[src/rtl/alu_pkg.sv]
// alu_pkg: shared definitions for the bit-serial ALU.
//   - 3-bit opcode encodings (AND, OR, ADD, SUB; all other codes are invalid)
//   - FSM state type for the bit_serial_alu sequencer
package alu_pkg;

  localparam logic [2:0] OP_AND = 3'b000;
  localparam logic [2:0] OP_OR  = 3'b001;
  localparam logic [2:0] OP_ADD = 3'b010;
  localparam logic [2:0] OP_SUB = 3'b011;

  typedef enum logic [1:0] {
    S_IDLE = 2'd0,
    S_RUN  = 2'd1,
    S_DONE = 2'd2
  } state_t;

  function automatic logic is_arith(input logic [2:0] op);
    return (op == OP_ADD) || (op == OP_SUB);
  endfunction

endpackage

[src/rtl/bit_serial_alu_bitalu.sv]
// BitALU: 1-bit combinational ALU slice.
//   a, b  : operand bits
//   cin   : carry in (for SUB the caller supplies 1 on the LSB)
//   op    : opcode (alu_pkg encodings)
//   res   : result bit (0 for invalid opcodes)
//   cout  : carry out (0 for logic and invalid opcodes)
module BitALU
  import alu_pkg::*;
(
  input  logic       a,
  input  logic       b,
  input  logic       cin,
  input  logic [2:0] op,
  output logic       res,
  output logic       cout
);

  logic b_eff;

  always_comb begin
    res   = 1'b0;
    cout  = 1'b0;
    // SUB is a + ~b + 1; the +1 arrives through cin on the first bit
    b_eff = b ^ (op == OP_SUB);
    case (op)
      OP_AND: res = a & b;
      OP_OR:  res = a | b;
      OP_ADD,
      OP_SUB: begin
        res  = a ^ b_eff ^ cin;
        cout = (a & b_eff) | (cin & (a ^ b_eff));
      end
      default: begin
        res  = 1'b0;
        cout = 1'b0;
      end
    endcase
  end

endmodule

[src/rtl/bit_serial_alu.sv]
// bit_serial_alu: WIDTH-bit ALU evaluated one bit per clock, LSB first,
// through a single BitALU slice.
//   clk, rst_n            : clock, async active-low reset
//   in_valid / in_ready   : operand handshake (ready only in IDLE)
//   a, b, op              : operands and opcode, sampled on the accept edge
//   out_valid / out_ready : result handshake (valid only in DONE)
//   result, carry_out, overflow, zero : registered result and flags,
//                           held until the next completion
module bit_serial_alu
  import alu_pkg::*;
#(
  parameter int unsigned WIDTH = 8
) (
  input  logic             clk,
  input  logic             rst_n,
  input  logic             in_valid,
  output logic             in_ready,
  input  logic [WIDTH-1:0] a,
  input  logic [WIDTH-1:0] b,
  input  logic [2:0]       op,
  output logic             out_valid,
  input  logic             out_ready,
  output logic [WIDTH-1:0] result,
  output logic             carry_out,
  output logic             overflow,
  output logic             zero
);

  localparam int unsigned CNT_W = $clog2(WIDTH);
  localparam logic [CNT_W-1:0] CNT_LAST = CNT_W'(WIDTH - 1);

  state_t           state_q, state_d;
  logic [WIDTH-1:0] a_sh_q, a_sh_d;
  logic [WIDTH-1:0] b_sh_q, b_sh_d;
  // Holds the WIDTH-1 earlier result bits; the last bit is merged straight
  // from the slice on the final edge, so no extra flop is needed.
  logic [WIDTH-2:0] res_sh_q, res_sh_d;
  logic [2:0]       op_r_q, op_r_d;
  logic [CNT_W-1:0] cnt_q, cnt_d;
  logic             carry_r_q, carry_r_d;
  logic [WIDTH-1:0] result_q, result_d;
  logic             carry_out_q, carry_out_d;
  logic             overflow_q, overflow_d;
  logic             zero_q, zero_d;

  logic             slice_res;
  logic             slice_cout;
  logic [WIDTH-1:0] res_full;

  BitALU u_bitalu (
    .a    (a_sh_q[0]),
    .b    (b_sh_q[0]),
    .cin  (carry_r_q),
    .op   (op_r_q),
    .res  (slice_res),
    .cout (slice_cout)
  );

  assign res_full = {slice_res, res_sh_q};

  always_comb begin
    state_d     = state_q;
    a_sh_d      = a_sh_q;
    b_sh_d      = b_sh_q;
    res_sh_d    = res_sh_q;
    op_r_d      = op_r_q;
    cnt_d       = cnt_q;
    carry_r_d   = carry_r_q;
    result_d    = result_q;
    carry_out_d = carry_out_q;
    overflow_d  = overflow_q;
    zero_d      = zero_q;

    case (state_q)
      S_IDLE: begin
        if (in_valid) begin
          a_sh_d    = a;
          b_sh_d    = b;
          op_r_d    = op;
          cnt_d     = '0;
          carry_r_d = (op == OP_SUB);
          state_d   = S_RUN;
        end
      end
      S_RUN: begin
        a_sh_d    = a_sh_q >> 1;
        b_sh_d    = b_sh_q >> 1;
        res_sh_d  = res_full[WIDTH-1:1];
        carry_r_d = slice_cout;
        cnt_d     = cnt_q + 1'b1;
        if (cnt_q == CNT_LAST) begin
          cnt_d       = cnt_q;
          // carry into MSB differs from carry out of MSB -> signed overflow
          overflow_d  = is_arith(op_r_q) ? (carry_r_q ^ slice_cout) : 1'b0;
          carry_out_d = slice_cout;
          result_d    = res_full;
          zero_d      = (res_full == '0);
          state_d     = S_DONE;
        end
      end
      S_DONE: begin
        if (out_ready) state_d = S_IDLE;
      end
      default: state_d = S_IDLE;
    endcase
  end

  always_ff @(posedge clk or negedge rst_n) begin
    if (!rst_n) begin
      state_q     <= S_IDLE;
      a_sh_q      <= '0;
      b_sh_q      <= '0;
      res_sh_q    <= '0;
      op_r_q      <= '0;
      cnt_q       <= '0;
      carry_r_q   <= 1'b0;
      result_q    <= '0;
      carry_out_q <= 1'b0;
      overflow_q  <= 1'b0;
      zero_q      <= 1'b0;
    end else begin
      state_q     <= state_d;
      a_sh_q      <= a_sh_d;
      b_sh_q      <= b_sh_d;
      res_sh_q    <= res_sh_d;
      op_r_q      <= op_r_d;
      cnt_q       <= cnt_d;
      carry_r_q   <= carry_r_d;
      result_q    <= result_d;
      carry_out_q <= carry_out_d;
      overflow_q  <= overflow_d;
      zero_q      <= zero_d;
    end
  end

  assign in_ready  = (state_q == S_IDLE);
  assign out_valid = (state_q == S_DONE);
  assign result    = result_q;
  assign carry_out = carry_out_q;
  assign overflow  = overflow_q;
  assign zero      = zero_q;

endmodule

[config.mk]
export PLATFORM = sky130hd
export DESIGN_NAME = bit_serial_alu
export DESIGN_NICKNAME = d
export VERILOG_FILES = /design/src/rtl/alu_pkg.sv /design/src/rtl/bit_serial_alu_bitalu.sv /design/src/rtl/bit_serial_alu.sv
export SDC_FILE = /design/constraint.sdc
export NUM_CORES = 1
export LEC_CHECK = 0
export CAP_MARGIN = 20
export CORE_ASPECT_RATIO = 1.1
export CORE_UTILIZATION = 50
export DETAILED_ROUTE_END_ITERATION = 8
export PLACE_DENSITY = 0.77
export SYNTH_ARGS = -nofsm -noshare
export SYNTH_HDL_FRONTEND = slang
export SYNTH_SLANG_ARGS = --single-unit
[constraint.sdc]
create_clock -name clk -period 3.14 [get_ports clk]
set_clock_uncertainty 0.1 [all_clocks]
set_input_delay 0.942 -clock clk [delete_from_list [all_inputs] [get_ports clk]]
set_output_delay 0.942 -clock clk [all_outputs]
set_load 0.02 [all_outputs]
; ---- Yosys cells after proc, flatten, opt, wreduce, memory -nomap -nowiden
; Cells that the tools add are included.
[classes]
n_eq_ne = 11
bitwise_logic = 9
muxes = 16
n_addsub = 1
reduce_logical = 11
[op_table]
columns = op, n
row1 = $pmux W8 S2, 2
row2 = $mux W8, 2
row3 = $eq A3 B2 Y1 const B, 3
row4 = $logic_not A8 Y1, 1
row5 = $mux W2, 3
row6 = $mux W3, 2
row7 = $ne A2 B2 Y1 const B, 3
row8 = $pmux W2 S3, 1
row9 = $pmux W3 S2, 1
row10 = $reduce_and A2 Y1, 3
row11 = $reduce_and A3 Y1, 2
row12 = $xor A1 B1 Y1, 4
row13 = $add A3 B1 Y3 const B, 1
row14 = $and A1 B1 Y1, 3
row15 = $eq A3 B1 Y1 const B, 1
row16 = $eq A3 B3 Y1 const B, 1
row17 = $logic_not A3 Y1, 1
row18 = $mux W1, 3
row19 = $pmux W1 S3, 1
row20 = $eq A2 B1 Y1 const B, 1
row21 = $eq A2 B2 Y1 const B, 1
row22 = $logic_not A2 Y1, 1
row23 = $ne A2 B1 Y1 const B, 1
row24 = $or A1 B1 Y1, 2
row25 = other kinds (4), 4
[word_totals]
ff_bits = 43
out_inout_bits = 13
wordCells = 59
inputBits = 23

; ---- Depth between registers and ports, before layout
; Gate-level depths: netlist of run 1.
[logic_depth]
word_depth = 8
mapped_depth = 6
depth_no_buf = 6

; ---- Modules after synthesis
; From an unflattened synthesis of run 1, not the netlist that was laid out.
[hier_totals]
hier_cells = 156
area_unflattened_um2 = 1926.8
[by_module_without_submodules]
columns = mod, area_each_um2, cells_each, n_inst
row1 = bit_serial_alu, 1859.3, 148, 1
row2 = BitALU, 67.6, 8, 1

; ---- Least setup slack after synthesis of run 1
; Ideal clock, no wire load.
[synth_path]
path_kind = register -> output
from = reg state_q[0]
to = out out_valid
path_stages_with_launch = 4
arrival_ns = 0.892
slack_ns = 1.206
path_cell_list = dfrtp_1 buf_4 or2b_1 inv_1
[synth_via]
elab_chain_cells = 1
[synth_lines]
columns = item, line_no
row1 = from (decl), bit_serial_alu.sv:32  ; state_t state_q, state_d;
row2 = from (signal assigned), bit_serial_alu.sv:122  ; state_q <= state_d;
row3 = $eq A2 B2 Y1, bit_serial_alu.sv:137  ; assign out_valid = (state_q == S_DONE);
row4 = to (decl), bit_serial_alu.sv:21  ; output logic out_valid,
; Every way passes these cells.

; ---- Worst setup path in the final report of run 1
; Same ends and word-level chain as after synthesis.

==> results.tsv, run 1 <==
stage	metric	value	unit
critical_path	cell family with most CP delay	buffers and inverters	
global_route	first-pass GRT wire length	5930	µm
critical_path	crit path max fanout	12	
timing	Final Hold Fails	0	
critical_path	Levels on crit path	3	
clock_network	TritonCTS clock tree	done	
clock_network	Post-CTS Setup Bufs	0	
logic_synthesis	async set or reset register ratio after synthesis	1.00	
critical_path	Cell Chain, Critical Path	or2b_1 -> inv_1 -> clkdlybuf4s50_1	
logic_synthesis	top_reg_cell synth	dfrtp_1	
final_layout	# diodes	0	
drt	Vias/cell	5.15	
die	# IOs	36	
clock_network	CTS clock-pin slew for the worst setup and hold paths	0.08	ns
final_layout	P&R area growth vs syn	22.8	%
clock_network	CTS Buf Count	5	
critical_path	Crit Path Class	reg2out	
clock_network	PostCTS Resize Cnt	0	
clock_network	clock sinks	43	
critical_path	Critical Path Max Stage Delay	0.60	ns
critical_path	reg2reg setup slack	0.98	ns
timing	Final setup viols	0	
hold_path	Min-Delay Path Class	reg2reg	
global_route	vias in the first global route	1334	
clock_network	CTS root buffer	clkbuf_8	
global_route	GRT Overall Usage	0.186	
clock_network	clock tree buffer depth	2	
timing	worst slew pin tran	0.916	ns
timing	Sum Neg Setup Slack	0	ns
logic_synthesis	Unique masters post-synth	31	
drt	DRT Wirelength	3380	µm
timing	RSZ-0062 raised after global routing	false	
final_layout	ratio of cells with drive above 1 in the final layout	0.150	
final_layout	post-route design area	2440	µm²
critical_path	Crit-path slowest cell	clkdlybuf4s50_1	
placed_design	post-DP HPWL	2460	µm
die	Die W	62.2	µm
global_route	largest net degree at the start of global routing	44	
timing	Slew Limit Fails	0	
drt	drc violations	0	
clock_network	CTS Hold Bufs	0	
timing	slew margin rel.	0.389	
logic_synthesis	Cell Area, Synth	1990	µm²
drt	post-route ant nets	0	
final_layout	Layout Nets	225	
die	core region area	3710	µm²
placed_design	count of port buffers added during placement	35	
die	Die ar.	4240	µm²
hold_path	Hold Path Depth	2	
drt	DR pass1 iterations	4	
drt	Vias	1287	
global_route	gr ovfl total	0	
die	initial core utilization	0.536	
critical_path	Worst EP required	2.10	ns
logic_synthesis	Mapped Nets	189	
logic_synthesis	Post-Syn Instances	163	
critical_path	Worst Setup End Kind	output pin	
clock_network	H-tree depth	2	
timing	crit path time final	2.80	ns
run	Max Cap Viol	0	
timing	Max Clk Rate	357	MHz
timing	Period Utilization, post-route	0.891	
critical_path	Worst Setup Start Kind	flip-flop	
power	VDD IR max	0.532	mV
logic_synthesis	Synth Warn #	0	
drt	DR iter-0 viols	57	
drt	Avg WL per Cell	13.5	µm
power	power density over cell area	941	nW/µm²
critical_path	Arr. time, crit path	1.76	ns
clock_network	worst skew pair latency	0.29	ns
placed_design	placed inst area	2340	µm²
run_status	outcome	finished clean	
logic_synthesis	post-synthesis average cell area	12.2	µm²
power	LEAKAGE	0.00116	µW
die	die height	68.2	µm
logic_synthesis	register bit total from synthesis	43	
placed_design	GPL Wtd Cong	0.740	
logic_synthesis	EDFF count, synth	0	
logic_synthesis	sequential cell area fraction in the yosys report	0.541	
critical_path	Worst Path Buf+Inv	2	
die	row count	23	
global_route	initial antenna violation count	0	
critical_path	Worst Reg2Reg Path Length in Cells	4	
[layout make-up]
class / count / area, µm²
repair buffers: 37 / 360
fillers: 281 / 1270
well taps: 50 / 62.6
multi-input cells: 109 / 833
flip-flops and latches: 43 / 1080
clock buffers: 8 / 100
inverters: 3 / 11.3
[cell usage after synthesis, types with 2 or more instances]
cell | number | share of area
nand3b_1 | 4 | 0.015
dfrtp_1 | 43 | 0.54
mux2_4 | 6 | 0.045
a21oi_1 | 4 | 0.010
mux2i_1 | 15 | 0.075
ha_1 | 2 | 0.013
mux2_2 | 11 | 0.062
nor2b_1 | 3 | 0.0094
buf_4 | 3 | 0.011
nor2_1 | 2 | 0.0038
nand2_1 | 21 | 0.040
inv_1 | 3 | 0.0057
o21ai_0 | 22 | 0.055
buf_8 | 2 | 0.015
a22o_1 | 6 | 0.026
[placed cells by master (no fill, tap or decap), types with 2 or more instances in the layout]
cell,count
dfrtp_1,43
buf_4,2
nand3b_1,4
nor2_1,2
inv_1,3
mux2i_1,15
mux2_4,6
o21ai_0,22
ha_1,2
a21oi_1,4
clkbuf_8,7
mux2_2,11
nand2_1,21
a22o_1,6
clkdlybuf4s50_1,34
nor2b_1,3
[power by group]
part | internal (µW) | leakage, µW | switching (µW)
sequential | 791 | 0.000550 | 177
combinational | 524 | 0.000558 | 435
clock | 201 | 0.0000515 | 173
total | 1510 | 0.00116 | 786
[final timing paths]
path,end,startpoint
max in group asynchronous,overflow,rst_n
worst max-delay path,out_valid,state_q[0]
min in group asynchronous,b_sh_q[2],rst_n
worst max register to register,b_sh_q[0],state_q[0]
worst min-delay path,a_sh_q[4],a_sh_q[4]
worst min register to register,a_sh_q[4],a_sh_q[4]
[metrics by stage]
stage | setup slack [ns] | total power [µW] | util | hold WS, ns | cells
floorplan | 1.21 | 1690 | - | 0.349 | 163
global placement | 0.685 | 1890 | 0.631 | 0.361 | 242
detailed placement | 0.598 | 1960 | 0.631 | 0.371 | 242
CTS | 0.324 | 2330 | 0.658 | 0.388 | 250
global route | 0.252 | 2480 | 0.658 | 0.413 | 250
finish | 0.342 | 2300 | 0.658 | 0.386 | 250
[kinds of logic (layout without fill, tap and decap cells)]
| logic type | after synthesis | in the layout | synth area share |
|---|---|---|---|
| multiplexers | 32 | 32 | 0.183 |
| AND/OR/NAND/NOR | 37 | 37 | 0.0993 |
| buffers and inverters | 11 | 48 | 0.0427 |
| XOR/XNOR | 2 | 2 | 0.00880 |
| AO/OA/AOI/OAI | 35 | 35 | 0.103 |
| adder cells (fa/ha/maj) | 3 | 3 | 0.0226 |
| flip-flops | 43 | 43 | 0.541 |
[worst reg2reg max path, delay by kind of cell (launching register included)]
family | cells | cell delay (ns)
AND/OR/NAND/NOR | 1 | 0.60
flip-flops | 1 | 0.59
buffers and inverters | 1 | 0.37
multiplexers | 1 | 0.26
AO/OA/AOI/OAI | 1 | 0.10
[sequential cells by signal (all words and copies together), names as in the netlist]
signal,count
cnt_q,3
carry_r_q,1
carry_out,1
res_sh_q,7
op_r_q,3
state_q,2
overflow,1
b_sh_q,8
zero,1
result,8
a_sh_q,8
[per-layer routing]
metal	vias to the layer above	routed length (µm)	GRT usage
met5	-	0	0
li1	639	-	-
met4	0	57	0.0930
met3	4	106	0.0450
met1	620	1450	0.205
met2	24	1770	0.345
Note: power is estimated with default switching activity, not from simulation.
==> run 2, diff against run 1 <==
==> constraint.sdc (replaced) <==
create_clock -name clk -period 3 [get_ports clk]
set_clock_uncertainty 0.1 [all_clocks]
set_input_delay 0.9 -clock clk [delete_from_list [all_inputs] [get_ports clk]]
set_output_delay 0.9 -clock clk [all_outputs]
set_load 0.02 [all_outputs]
==> run 2 against run 1 <==
Effect of this change:
- design area is 1.1% lower
- combinational power is 5% higher
- clock-buffer cell count is 2 lower
- register-to-register slack worse by 0.04 ns
- largest cell class unchanged
- largest power group unchanged
==> results.tsv, run 2 (synthesized netlist as in run 1, its figures left out) <==
stage	metric	value	unit
critical_path	Critical Path Max Stage Delay	0.59	ns
die	Die ar.	4240	µm²
clock_network	CTS Buf Count	5	
placed_design	Placed Cells	242	
power	VDD IR max	0.633	mV
power	Flop pwr share	0.433	
clock_network	worst skew pair latency	0.29	ns
critical_path	Worst Setup Start Kind	flip-flop	
drt	Avg WL per Cell	13.6	µm
critical_path	cell family with most CP delay	buffers and inverters	
drt	Vias/cell	5.35	
critical_path	Crit Path Class	reg2out	
critical_path	Worst Reg2Reg Path Length in Cells	6	
power	power density over cell area	971	nW/µm²
final_layout	commonest non-fill, non-tap cell in the layout	dfrtp_1	
critical_path	reg2reg setup slack	0.94	ns
die	Die W	62.2	µm
drt	DRT Wirelength	3380	µm
drt	DR pass1 iterations	4	
final_layout	most frequent cells in the layout	dfrtp_1 (43), clkdlybuf4s50_1 (34), o21ai_0 (22)	
timing	Sum Neg Setup Slack	0	ns
global_route	vias in the first global route	1356	
hold_path	Min-Delay Path Class	reg2reg	
hold_path	Worst Hold Launch	result[6]	
timing	worst slew pin tran	0.920	ns
critical_path	Worst Path Buf+Inv	2	
clock_network	CTS root buffer	clkbuf_8	
critical_path	Arr. time, crit path	1.75	ns
critical_path	r2r endpoint	zero	
die	row count	23	
power	Cell Int Power	1530	µW
timing	Slew Limit Fails	0	
final_layout	Layout Nets	225	
drt	drc violations	0	
die	die height	68.2	µm
run_status	outcome	finished clean	
drt	post-route ant nets	0	
clock_network	CTS clock-pin slew for the worst setup and hold paths	0.07	ns
global_route	gr ovfl total	0	
clock_network	TritonCTS clock tree	done	
timing	Final Hold Fails	0	
clock_network	CTS Hold Bufs	0	
final_layout	ratio of cells with drive above 1 in the final layout	0.141	
die	initial core utilization	0.536	
die	# IOs	36	
timing	Final setup viols	0	
power	LEAKAGE	0.00114	µW
drt	Vias	1326	
global_route	initial antenna violation count	0	
drt	DR iter-0 viols	56	
final_layout	# diodes	0	
critical_path	R2R Path Start	op_r_q[2]	
final_layout	P&R area growth vs syn	21.4	%
power	Net Sw Frac	0.347	
final_layout	# fillers	296	
global_route	largest net degree at the start of global routing	44	
timing	crit path time final	2.75	ns
power	clock group share of total power	0.138	
clock_network	clock tree buffer depth	2	
global_route	GRT Overall Usage	0.185	
critical_path	Crit-path slowest cell	clkdlybuf4s50_1	
placed_design	count of port buffers added during placement	35	
clock_network	Post-CTS Setup Bufs	0	
clock_network	clock sinks	43	
timing	WHS	0.380	ns
power	Psw	813	µW
critical_path	Worst EP required	2.00	ns
placed_design	post-DP HPWL	2490	µm
timing	slew margin rel.	0.386	
global_route	first-pass GRT wire length	5890	µm
run	Max Cap Viol	0	
clock_network	H-tree depth	2	
critical_path	Levels on crit path	3	
hold_path	Hold Path Depth	2	
timing	Max Clk Rate	364	MHz
power	combinational share of power	0.429	
die	core region area	3710	µm²
critical_path	Worst Setup End Kind	output pin	
clock_network	PostCTS Resize Cnt	0	
timing	Period Utilization, post-route	0.916	
placed_design	GPL Wtd Cong	0.742	
final_layout	fin util	0.651	
critical_path	Cell Chain, Critical Path	or2b_1 -> inv_1 -> clkdlybuf4s50_1	
power	Final Power	2350	µW
hold_path	Hold Path End	result[6]	
timing	RSZ-0062 raised after global routing	false	
final_layout	non-filler instance count after layout	248	
critical_path	crit path max fanout	12	
-- run 2: cell count changes in the layout (fill, tap and decap cells not counted) --
cell / previous run / this run
clkbuf_8: 7 / 5
-- run 2: worst max-delay path by stage --
| stage | start | end |
|---|---|---|
| after global routing | state_q[0] | out_valid |
| after detailed placement | in_valid | b_sh_q[5] |
| after floorplan | op_r_q[2] | zero |
| after CTS | state_q[0] | out_valid |
| final | state_q[0] | out_valid |
| after global placement | state_q[0] | out_valid |
-- run 2: final cells by class --
cell class	instances	area (µm²)	share of cell area
multi-input combinational	109	833	0.345
timing repair buffer	37	360	0.149
sequential	43	1080	0.445
inverter	3	11.3	0.00466
clock buffer	6	72.6	0.0300
tap	50	62.6	0.0259
-- run 2: power groups by stage --
stage,Sequential [µW],Combinational [µW],Clock [µW]
finish,1020,1010,324
global route,1050,1110,362
CTS,1020,1020,336
detailed placement,1030,1020,0
global placement,1010,970,0
floorplan,1050,720,0
-- run 2: worst register-to-register path, cell delays in order, from the launching register on --
cell and delay (ns):
dfrtp_1 0.42, nand3b_1 0.19, xnor2_1 0.15, fa_1 0.49
inv_1 0.04, a221o_1 0.38, a22o_1 0.19
-- run 2: metal layers --
layer | GRT usage | up-vias | share of wire
li1 | - | 646 | -
met1 | 0.187 | 644 | 0.41
met2 | 0.354 | 27 | 0.53
met3 | 0.0517 | 9 | 0.036
met4 | 0.0930 | 0 | 0.021
met5 | 0 | - | 0
-- run 2: metrics by stage --
| stage | area (µm²) | setup WS (ns) |
|---|---|---|
| after floorplan | 1990 | 1.07 |
| after detailed placement | 2340 | 0.504 |
| after global routing | 2420 | 0.146 |
| final | 2420 | 0.251 |
| after global placement | 2340 | 0.588 |
| after CTS | 2420 | 0.229 |
